[src/rtl/alu_seq_pkg.sv]
// Shared widths, ALU opcode encodings and sequencer FSM state type.
package alu_seq_pkg;

   localparam int unsigned DATA_W = 32;
   localparam int unsigned IDX_W  = 5;
   localparam int unsigned NREGS  = 32;
   localparam int unsigned CNT_W  = 4;

   localparam logic [3:0] OP_AND  = 4'd0;
   localparam logic [3:0] OP_OR   = 4'd1;
   localparam logic [3:0] OP_ADD  = 4'd2;
   localparam logic [3:0] OP_SUB  = 4'd6;
   localparam logic [3:0] OP_MIN  = 4'd7;
   localparam logic [3:0] OP_NOR  = 4'd12;
   localparam logic [3:0] OP_NAND = 4'd13;

   typedef enum logic {
      ST_IDLE = 1'b0,
      ST_EXEC = 1'b1
   } seq_state_t;

endpackage

[src/rtl/alu_sequencer_reg_file.sv]
// 32x32 register file: two operand read ports, one debug read port, one write
// port. Index 0 always reads as zero and ignores writes.
module reg_file
   import alu_seq_pkg::*;
(
   input  logic              clk,
   input  logic              rst_n,
   input  logic [IDX_W-1:0]  rd_addr1,
   output logic [DATA_W-1:0] rd_data1,
   input  logic [IDX_W-1:0]  rd_addr2,
   output logic [DATA_W-1:0] rd_data2,
   input  logic [IDX_W-1:0]  dbg_addr,
   output logic [DATA_W-1:0] dbg_data,
   input  logic              we,
   input  logic [IDX_W-1:0]  wr_addr,
   input  logic [DATA_W-1:0] wr_data
);

   logic [DATA_W-1:0] mem [NREGS];

   // Storage: cleared asynchronously by reset, single write port, index 0 discarded.
   always_ff @(posedge clk or negedge rst_n) begin
      if (!rst_n) begin
         for (int unsigned i = 0; i < NREGS; i++) begin
            mem[i] <= '0;
         end
      end else if (we && (wr_addr != '0)) begin
         mem[wr_addr] <= wr_data;
      end
   end

   assign rd_data1 = (rd_addr1 == '0) ? '0 : mem[rd_addr1];
   assign rd_data2 = (rd_addr2 == '0) ? '0 : mem[rd_addr2];
   assign dbg_data = (dbg_addr == '0) ? '0 : mem[dbg_addr];

endmodule

[src/rtl/alu_sequencer.sv]
// Single-issue sequencer: reads operands from the register file, presents them
// to an external ALU, waits ALU_LAT cycles and writes the result back.
module alu_sequencer
   import alu_seq_pkg::*;
#(
   parameter int unsigned ALU_LAT = 1
)
(
   input  logic              clk,
   input  logic              rst_n,
   input  logic              instr_valid,
   output logic              instr_ready,
   input  logic [3:0]        instr_op,
   input  logic [IDX_W-1:0]  instr_rs1,
   input  logic [IDX_W-1:0]  instr_rs2,
   input  logic [IDX_W-1:0]  instr_rd,
   output logic [3:0]        alu_opcode,
   output logic [DATA_W-1:0] alu_input1,
   output logic [DATA_W-1:0] alu_input2,
   input  logic [DATA_W-1:0] alu_result,
   input  logic              ld_en,
   input  logic [IDX_W-1:0]  ld_addr,
   input  logic [DATA_W-1:0] ld_data,
   output logic              wb_valid,
   output logic [IDX_W-1:0]  wb_rd,
   output logic [DATA_W-1:0] wb_data,
   input  logic [IDX_W-1:0]  dbg_addr,
   output logic [DATA_W-1:0] dbg_data
);

   seq_state_t        state_q, state_d;
   logic [CNT_W-1:0]  cnt_q, cnt_d;
   logic [IDX_W-1:0]  rd_q;
   logic              accept;
   logic              wb_fire;
   logic [DATA_W-1:0] rs1_data, rs2_data;
   logic              rf_we;
   logic [IDX_W-1:0]  rf_waddr;
   logic [DATA_W-1:0] rf_wdata;

   assign instr_ready = (state_q == ST_IDLE) && rst_n;

   // Next-state and countdown: accept in IDLE, count down in EXEC, retire at zero.
   always_comb begin
      state_d = state_q;
      cnt_d   = cnt_q;
      accept  = 1'b0;
      wb_fire = 1'b0;
      case (state_q)
         ST_IDLE: begin
            if (instr_valid && instr_ready) begin
               accept  = 1'b1;
               cnt_d   = CNT_W'(ALU_LAT);
               state_d = ST_EXEC;
            end
         end
         ST_EXEC: begin
            if (cnt_q == '0) begin
               wb_fire = 1'b1;
               state_d = ST_IDLE;
            end else begin
               cnt_d = cnt_q - 1'b1;
            end
         end
         default: state_d = ST_IDLE;
      endcase
   end

   // Write-port arbitration: writeback owns the port when it targets a real
   // register; a writeback to R0 is discarded, so a same-edge preload still lands.
   always_comb begin
      rf_we    = ld_en;
      rf_waddr = ld_addr;
      rf_wdata = ld_data;
      if (wb_fire && (rd_q != '0)) begin
         rf_we    = 1'b1;
         rf_waddr = rd_q;
         rf_wdata = alu_result;
      end
   end

   // FSM state and countdown register.
   always_ff @(posedge clk or negedge rst_n) begin
      if (!rst_n) begin
         state_q <= ST_IDLE;
         cnt_q   <= '0;
      end else begin
         state_q <= state_d;
         cnt_q   <= cnt_d;
      end
   end

   // ALU operand capture on accept and one-cycle writeback notification.
   always_ff @(posedge clk or negedge rst_n) begin
      if (!rst_n) begin
         alu_opcode <= '0;
         alu_input1 <= '0;
         alu_input2 <= '0;
         rd_q       <= '0;
         wb_valid   <= 1'b0;
         wb_rd      <= '0;
         wb_data    <= '0;
      end else begin
         wb_valid <= wb_fire;
         if (accept) begin
            alu_opcode <= instr_op;
            alu_input1 <= rs1_data;
            alu_input2 <= rs2_data;
            rd_q       <= instr_rd;
         end
         if (wb_fire) begin
            wb_rd   <= rd_q;
            wb_data <= alu_result;
         end
      end
   end

   reg_file u_rf (
      .clk      (clk),
      .rst_n    (rst_n),
      .rd_addr1 (instr_rs1),
      .rd_data1 (rs1_data),
      .rd_addr2 (instr_rs2),
      .rd_data2 (rs2_data),
      .dbg_addr (dbg_addr),
      .dbg_data (dbg_data),
      .we       (rf_we),
      .wr_addr  (rf_waddr),
      .wr_data  (rf_wdata)
   );

endmodule

[config.mk]
export PLATFORM = sky130hd
export DESIGN_NAME = alu_sequencer
export DESIGN_NICKNAME = d
export VERILOG_FILES = /design/src/rtl/alu_seq_pkg.sv /design/src/rtl/alu_sequencer_reg_file.sv /design/src/rtl/alu_sequencer.sv
export SDC_FILE = /design/constraint.sdc
export NUM_CORES = 2
export LEC_CHECK = 0
export CORE_ASPECT_RATIO = 1.25
export CORE_MARGIN = 3
export CORE_UTILIZATION = 30
export CTS_BUF_LIST = sky130_fd_sc_hd__clkbuf_8
export DETAILED_ROUTE_END_ITERATION = 10
export SYNTH_ARGS = -nofsm -noshare
export SYNTH_HDL_FRONTEND = slang
export SYNTH_SLANG_ARGS = --single-unit
[constraint.sdc]
create_clock -name clk -period 6.7 [get_ports clk]
set_clock_uncertainty 0.15 [all_clocks]
set_input_delay 1.34 -clock clk [delete_from_list [all_inputs] [get_ports clk]]
set_output_delay 1.34 -clock clk [all_outputs]
set_load 0.02 [all_outputs]
==> impl_results.md <==
- Slew HR: between 6 and 7%
- Max Freq: 178.3 MHz
- CP peak stage delay: 840 ps
- Worst Path Max Fanout: 22
- Reg area: around 29,000 um^2
- CP Cell Sequence: buf_8, nor3_1, or3_2, buf_4, o22ai_1, a21o_1, clkdlybuf4s50_1
- #FFs+latches synth: 1,140
- Top_reg_cell synth: dfrtp_1
- Routed wl met3: around 25 mm
- Clock insertion delay at the later pin of the skew report: around 960 ps
- Synth Area per Inst: around 13 um^2
- Syn. warnings: 0
- Post-route ant nets: 0
- Boundary Pins: ~240
- Core area: ~220,000 um^2
- Clock Tree Root: clkbuf_8
- Initial Util: a little under a third
- Metal2 WL: 120.9 mm
- Largest net degree at the start of global routing: 180
- Placer congestion estimate: 0.8665
- WS Path Type: in -> out
- Layout cell share with drive strength beyond 1: between 40 and 50%
- Final min period: approximately 5600 ps
- RSZ-0062 raised after global routing: no
- Max-slew violations: 0
- FF-to-FF path depth: 12
- Drt pass-1 iters: 6
- Total grt overflow: 0
- Max Buffers Root-to-Sink: 3
- Area of the multi-input gates: 36,750 um^2
- Synth unique cells: 54
- Post-CTS setup repair buffer count: 0
- GRT Resource Usage Total: 22.32%
- Drt drc: 0
- # hold bufs at CTS: 0
- Crit start category: input pin
- Reg2Reg Setup Slack: between 2000 and 2500 ps
- Final WS setup: between 1000 and 1500 ps
- TritonCTS clock tree: built
- Via density: ~6.1
- WL met1: between 100 and 150 mm
- Top sig layer: met5
- Initial antenna violation count: 8
- Leak: 31.24 nW
- Post-cts resize count: 0
- CTS sink cnt: 1,140
- CP max stage cell: or3_2
- Async set or reset register ratio after synthesis: between 90% and 100%
- Die width: 429.3 um
- Setup violators final: 0
- Routed vias: ~50,000
- Layout Nets: 5,236
- PwrDens: ~430 nW/um^2
- Clk pin slew, worst setup/hold paths: around 50 ps
- Global-route wire length before repair: about 380 mm
- DR WL/cell: 31.89 um
- Net Count, Synth: 5,225
- Area Overhead vs Synth: 14.96%
- WP data required: between 5000 and 6000 ps
- Tcrit/Tclk final: a little over four fifths
- Detailed Place HPWL: 158.2 mm
- Worst hold path type: in -> async
- Cell Area, Synth: ~67,000 um^2
- Site Rows: 193
- # H-tree levels: 4
- Post-Synthesis Cells: roughly 5,000
- Post-synth EDFFs: 0
- Crit. End Element: output port
- TNS Setup: 0 ps
- Setup WS pre-CTS: between 1000 and 1500 ps
- DRT iter0 DRCs: approximately 6,000
- Slew @ Worst Pin: about 1400 ps
- I/O Buffers: between 200 and 250
- Fill cell count: approximately 21,000
- Max cap viols: 0
- DIE HEIGHT: 535.1 um
- Register area share after synthesis: a little over two fifths
- Cts bufs inserted: between 200 and 250
- Routed wire length: between 200 and 300 mm
- Vias in the first global route: roughly 51,000
- Status: completed
- Data arrival, critical path: around 4100 ps
- Final hold violations: 0
- Die area: around 230,000 um^2
- Maximum VDD drop: 0.0002173 V
==> Yosys cell counts (all sizes together), types with 3 or more instances <==
cell     instances  area (um^2)
nor2           175        656.9
mux4           612        13780
nand3b           4        30.03
inv              6        22.52
nor2b           97        606.8
a22o            61        534.3
a21o            35        262.8
or3              6        37.54
mux2i          106         1061
dfrtp         1140        28530
nand4bb          3        33.78
o21a             3        22.52
and2            37        231.5
o21ai           45        225.2
nand2          207        777.0
mux2          1139        12830
nand2b           9        56.30
nor4            63        394.1
nand3           21        105.1
o41ai            3        26.28
buf            204        945.9
o22ai          221         1383
clkbuf         356         1336
a211oi         123        928.4
nor3            67        340.3
a21oi          356         1782
==> flip-flops by register name (all words and copies together), names as in the netlist <==
register    cells
wb_data        32
rd_q            5
alu_opcode      4
alu_input2     32
cnt_q           4
u_rf.mem     1024
state_q         1
alu_input1     32
wb_valid        1
wb_rd           5
==> logic make-up after synthesis <==
logic type               share of synthesized area, %
AO/OA/AOI/OAI                                   7.872
multiplexers                                    41.18
flip-flops                                      42.46
buffers and inverters                           3.430
AND/OR/NAND/NOR                                 5.013
adder cells (fa/ha/maj)                       0.01862
XOR/XNOR                                      0.02608
==> final timing paths <==
path                           startpoint              to
setup / recovery              dbg_addr[0]    dbg_data[24]
hold / removal                      rst_n     wb_data[15]
setup reg to reg                 cnt_q[0]   u_rf.mem[561]
hold reg to reg            u_rf.mem[1001]  u_rf.mem[1001]
max in group asynchronous           rst_n   u_rf.mem[776]
min in group clk           u_rf.mem[1001]  u_rf.mem[1001]
==> final cells by class <==
class                           count  share of cell area, %
Clock inverter                    108                  1.207
Tap cell                         2925                  4.738
Timing Repair Buffer              368                  4.848
Clock buffer                      261                  4.650
Sequential cell                  1140                  36.93
Multi-Input combinational cell   3421                  47.58
Antenna cell                        6                0.01944
Inverter                            6                0.03078
==> cells in the final DEF (no fill, tap or decap), types with 4 or more instances in the layout <==
master and instances:
a211oi_1 122, a21o_1 33, a21oi_1 354, a22o_1 61, and2_1 33, and2_2 4
buf_12 29, buf_4 106, buf_8 6, bufinv_16 11, clkbuf_8 264, clkdlybuf4s50_1 223
clkinv_2 33, clkinvlp_4 4, dfrtp_1 1140, diode_2 6, inv_1 50, inv_12 4
mux2_1 6, mux2_2 1133, mux2i_1 106, mux4_2 612, nand2_1 186, nand2_2 10
nand2_4 11, nand2b_1 4, nand2b_2 5, nand3_1 10, nand3_4 9, nand3b_1 4
nor2_1 174, nor2b_1 97, nor3_1 66, nor4_1 63, o21ai_0 42, o22ai_1 221
==> metal layers <==
layer  up-vias  global-route usage, %
li1      19904                      -
met1     26497                  28.48
met2      3020                  35.02
met3       766                  5.877
met4         2                  11.26
met5         -                      0
==> worst max-delay path: cells and delay by family <==
family	cells	cell delay (ps)
compound gates	2	480
buf+inv	3	1330
simple gates	2	940
==> report_power, final <==
part | total [mW] | switching [mW] | internal (mW)
Clock | 7.29 | 3.32 | 3.97
Sequential | 13.8 | 3.59 | 10.2
Combinational | 12.3 | 5.07 | 7.25
==> metrics by stage <==
| stage | hold slack [ps] | utilization (%) | total power, mW | instance area, um^2 | instances |
|---|---|---|---|---|---|
| floorplan | 308.0 | - | 21.48 | 67190 | 5127 |
| global placement | 244.3 | 32.76 | 25.54 | 72700 | 7860 |
| detailed placement | 252.4 | 32.76 | 25.99 | 72700 | 7860 |
| CTS | 76.23 | 34.80 | 33.35 | 77230 | 8229 |
| global route | 137.5 | 34.80 | 35.03 | 77230 | 8231 |
| finish | 119.8 | 34.81 | 33.39 | 77240 | 8235 |
Note: power is estimated with default switching activity, not from simulation.
